`config.mk`:
```
export PLATFORM = sky130hd
export DESIGN_NAME = piso_shift_serializer
export DESIGN_NICKNAME = d
export VERILOG_FILES = /design/src/rtl/shift_pkg.sv /design/src/rtl/shift_beat_counter.sv /design/src/rtl/piso_shift_serializer.sv
export SDC_FILE = /design/constraint.sdc
export NUM_CORES = 1
export LEC_CHECK = 0
export CAP_MARGIN = 30
export CELL_PAD_IN_SITES_DETAIL_PLACEMENT = 0
export CELL_PAD_IN_SITES_GLOBAL_PLACEMENT = 2
export CORE_MARGIN = 4
export CORE_UTILIZATION = 34
export CTS_BUF_LIST = sky130_fd_sc_hd__clkbuf_2 sky130_fd_sc_hd__clkbuf_4 sky130_fd_sc_hd__clkbuf_8
export DETAILED_ROUTE_END_ITERATION = 8
export HOLD_SLACK_MARGIN = 0.1
export PLACE_DENSITY = 0.87
export SYNTH_ARGS = -nofsm -noshare
export SYNTH_HDL_FRONTEND = slang
export SYNTH_SLANG_ARGS = --single-unit
```
`constraint.sdc`:
```
create_clock -name clk -period 2.5 [get_ports clk]
set_clock_uncertainty 0.15 [all_clocks]
set_input_delay 0.5 -clock clk [delete_from_list [all_inputs] [get_ports clk]]
set_output_delay 0.5 -clock clk [all_outputs]
set_load 0.03 [all_outputs]
```
`src/rtl/shift_pkg.sv`:
```
// Shared types and constants for the parallel-in/serial-out shift serializer.
package shift_pkg;

    typedef enum logic {
        ST_IDLE  = 1'b0,
        ST_SHIFT = 1'b1
    } state_t;

    localparam logic DIR_LSB   = 1'b0;
    localparam logic DIR_MSB   = 1'b1;
    localparam int   WIDTH_MIN = 1;
    localparam int   WIDTH_MAX = 1024;

endpackage

```
`src/rtl/shift_beat_counter.sv`:
```
// Beat down-counter: clear beats load, load beats decrement, saturates at zero.
// Latency: count and zero flag update one cycle after the command.
// Backpressure: none; the caller gates dec with the accepted beat.
module shift_beat_counter #(
    parameter int CNT_W = 6
) (
    input  logic             clk,
    input  logic             reset,
    input  logic             clr,
    input  logic             load,
    input  logic [CNT_W-1:0] load_val,
    input  logic             dec,
    output logic [CNT_W-1:0] cnt,
    output logic             zero
);

    always_ff @(posedge clk or negedge reset) begin
        if (!reset) begin
            cnt <= '0;
        end else if (clr) begin
            cnt <= '0;
        end else if (load) begin
            cnt <= load_val;
        end else if (dec && (cnt != '0)) begin
            cnt <= cnt - 1'b1;
        end
    end

    assign zero = (cnt == '0);

endmodule

```
`src/rtl/piso_shift_serializer.sv`:
```
// Parallel-in/serial-out serializer: one word in, WIDTH bits out, MSB- or LSB-first.
// Latency: first bit valid the cycle after load accept; back-to-back words with no bubble.
// Backpressure: ser_ready stalls hold all state; load_ready only in IDLE or on the last beat.
module piso_shift_serializer
    import shift_pkg::*;
#(
    parameter int   WIDTH    = 32,
    parameter logic FILL_BIT = 1'b0
) (
    input  logic             clk,
    input  logic             reset,
    input  logic             abort,
    input  logic             load_valid,
    output logic             load_ready,
    input  logic [WIDTH-1:0] load_data,
    input  logic             load_msb_first,
    output logic             ser_valid,
    input  logic             ser_ready,
    output logic             ser_out,
    output logic             ser_last,
    output logic             busy
);

    localparam int CNT_W = $clog2(WIDTH + 1);

    if (WIDTH < WIDTH_MIN || WIDTH > WIDTH_MAX) begin : g_width_check
        $error("piso_shift_serializer: WIDTH out of range 1..1024");
    end

    state_t           state;
    logic [WIDTH-1:0] sreg;
    logic [WIDTH-1:0] sreg_shifted;
    logic             dir_q;
    logic [CNT_W-1:0] cnt;
    logic             cnt_zero;
    logic             beat;
    logic             last_beat;
    logic             accept;

    assign beat       = ser_valid & ser_ready;
    assign last_beat  = beat & cnt_zero;
    assign load_ready = ~abort & ((state == ST_IDLE) | last_beat);
    assign accept     = load_valid & load_ready;

    // Shift toward the head bit; the vacated tail takes FILL_BIT.
    always_comb begin
        sreg_shifted = sreg;
        if (dir_q == DIR_MSB) begin
            sreg_shifted    = sreg << 1;
            sreg_shifted[0] = FILL_BIT;
        end else begin
            sreg_shifted          = sreg >> 1;
            sreg_shifted[WIDTH-1] = FILL_BIT;
        end
    end

    always_ff @(posedge clk or negedge reset) begin
        if (!reset) begin
            state <= ST_IDLE;
            sreg  <= '0;
            dir_q <= DIR_MSB;
        end else if (abort) begin
            state <= ST_IDLE;
            sreg  <= '0;
        end else if (accept) begin
            state <= ST_SHIFT;
            sreg  <= load_data;
            dir_q <= load_msb_first;
        end else if (last_beat) begin
            // Clearing the register keeps ser_out low while idle.
            state <= ST_IDLE;
            sreg  <= '0;
        end else if (beat) begin
            sreg  <= sreg_shifted;
        end
    end

    shift_beat_counter #(
        .CNT_W (CNT_W)
    ) u_cnt (
        .clk      (clk),
        .reset    (reset),
        .clr      (abort),
        .load     (accept),
        .load_val (CNT_W'(WIDTH - 1)),
        .dec      (beat),
        .cnt      (cnt),
        .zero     (cnt_zero)
    );

    assign ser_valid = (state == ST_SHIFT);
    assign busy      = (state == ST_SHIFT);
    assign ser_out   = (dir_q == DIR_MSB) ? sreg[WIDTH-1] : sreg[0];
    assign ser_last  = ser_valid & cnt_zero;

endmodule
```
==> results.yml <==
cells_and_area:
  diodes: 0
  fin_cells: 310
  drive_above_1_share_pct: 10.2
  area_growth_pct: 28.6
  fillCellCount: 577
  nets: 274
synthesis:
  netlist_instances: 192
  avgSynthCellArea_um2: 11.1
  async_flop_share_pct: 100
  ys_ff_latch: 40
  synth_top_area_cell: "dfrtp_1"
  ys.warnings.count: 0
  synth_fp_nets: 232
  synth_flop_cell: "dfrtp_1"
  synthTopCellsByCount: "dfrtp_1 (39), nor2_1 (35), a221o_1 (32)"
  synth_top_area_share_pct: 46.0
  seq_area_frac_synth_pct: 47.2
  yosysMostFrequentCell: "dfrtp_1"
  synth_cell_types: 32
  synth_edf_count: 0
  syn_area_um2: 2120
  synth_area_leaders: "dfrtp_1 (46%), a221o_1 (15%), mux2i_1 (15%), nor2_1 (6.2%), buf_6 (2.1%)"
critical_path:
  cp.required_ns: 1.85
  rrSetupSlack_ns: 0.38
  worstReg2RegEnd: "dir_q"
  worstPathMaxFanout: 2
  reg2reg_depth: 6
  worstPathArrival_ns: 1.74
  crit_type: "reg -> out"
  timing.rr.start: "u_cnt.cnt[0]"
  critPathLaunchType: "flop"
  crit_path_end_kind: "output pin"
sta:
  rsz0062_at_grt: "false"
  fin_setup_tns_ns: 0
  finalWorstSetupSlack_ns: 0.112
  finalCritPeriodShare_pct: 95.5
  hold_viol_final: 0
  setup_viol_count_final: 0
  period_needed_ns: 2.39
  slew_headroom_pct: 65.5
  maxSlewViolCount: 0
  max_slew.worst_pin.slew_ns: 0.518
  fmax_mhz: 419
pwr:
  ir_drop_v: 0.000318
  power_per_cell_area_nw_per_um2: 586
  leakage_nw: 1.20
routing:
  drt-total-wl_um: 4880
  drc_errors: 0
  drt_pass1_iterations: 4
  drtIter0Drc: 74
  vias: 1624
  drt-wirelength-per-cell_um: 15.7
  ant_nets: 0
  via_per_inst: 5.24
grt:
  grt_pass1_vias: 1719
  grt_pass1_wl_um: 8360
  grt_max_degree: 35
  overflow: 0
  grt_usage_pct: 13.9
  antenna_found_initial: 0
cts:
  cts_inserted_buffers: 5
  cts-root-buf: "clkbuf_8"
  cts.htree.levels: 2
  cts_sinks: 40
  cts.clk_slew.worst_paths_ns: 0.08
  ctsResizeCount: 0
  cts_tree: "done"
  insertion_delay_ns: 0.29
  cts_max_path_buffers: 2
placement:
  dp.cells: 301
  hpwl_um: 3280
  finalWeightedCongestion: 0.745
  place_ws_ns: 0.196
  port_buffers: 42
floorplan:
  io_pins: 43
  die_area_um2: 7570
  die_width_um: 87.0
  start_util_pct: 35.4
  core_um2: 5990
  num_rows: 28
  die_h_um: 87.0
worst_hold_path:
  hold_class: "reg -> reg"
  hold_end: "sreg[14]"
  hp-start: "sreg[14]"
  min_path_cells: 1
run:
  drv_cap: 0
run_status:
  status: "completed"
==> per-stage QoR <==
| step | utilization, % | hold slack (ns) | area (µm²) | power (mW) |
|---|---|---|---|---|
| after floorplan | - | 0.0544 | 2120 | 1.02 |
| after detailed placement | 43.9 | 0.357 | 2630 | 1.17 |
| after global routing | 45.6 | 0.412 | 2730 | 1.69 |
| after CTS | 45.6 | 0.394 | 2730 | 1.62 |
| after global placement | 43.9 | 0.342 | 2630 | 1.17 |
| final | 45.6 | 0.393 | 2730 | 1.60 |
==> how the worst max path moves through the flow <==
stage / depth (start not counted) / to / slack (ns) / from
floorplan: 3 / ser_out / 0.33 / dir_q
CTS: 2 / ser_out / 0.1 / dir_q
global placement: 4 / dir_q / 0.22 / ser_ready
detailed placement: 4 / dir_q / 0.20 / ser_ready
global route: 6 / load_ready / 0.07 / u_cnt.cnt[0]
finish: 2 / ser_out / 0.11 / dir_q
==> cell type report <==
class,count,area (µm²),area share (%)
multi-input combinational,131,1000,36.8
clock buffer,6,82.6,3.02
timing repair buffer,51,518,19.0
inverter,5,18.8,0.687
clock inverter,2,10.0,0.367
sequential,40,1000,36.7
tap,75,93.8,3.44
==> registers in the layout, summed over array words and instances (netlist names) <==
register	flops
dir_q	1
u_cnt.cnt	6
busy	1
sreg	32
==> per-layer routing <==
| layer | wire length, µm | GRT usage, % |
|---|---|---|
| met5 | 0 | 0 |
| met4 | 24 | 3.40 |
| met3 | 236 | 3.60 |
| met2 | 2250 | 21.6 |
| met1 | 2370 | 19.3 |
==> logic make-up after synthesis <==
logic type | after synthesis | share of synthesized area, %
AO/OA/AOI/OAI | 45 | 19.2
adder cells (fa/ha/maj) | 2 | 1.18
XOR/XNOR | 2 | 0.825
flip-flops | 40 | 47.2
multiplexers | 33 | 15.7
AND/OR/NAND/NOR | 49 | 10.4
buffers and inverters | 21 | 5.48
==> power by group <==
part           internal (mW)  switching, mW
registers              0.704         0.0506
clock network          0.220          0.223
logic                  0.213          0.191
==> worst max-delay path, cell delays in order (launching register included) <==
cell,delay (ns)
dfstp_2,0.54
mux2_2,0.32
clkdlybuf4s50_1,0.59
==> what timing repair did <==
item,CTS,global route
buffers inserted,0,0
hold buffers,1,0
endpoints found under the hold margin,19,0
==> placed cells by master, fill, tap and decap left out, drive strengths merged, types with 2 or more instances in the layout <==
master	count
a21oi	4
a221o	32
a221oi	2
buf	11
clkbuf	6
clkdlybuf4s50	39
clkinv	2
dfrtp	39
ha	2
inv	5
mux2	2
mux2i	31
nand2	3
nand3	2
nor2	35
nor3	3
o21ai	3
No activity file was read; power rests on OpenSTA's default activity.
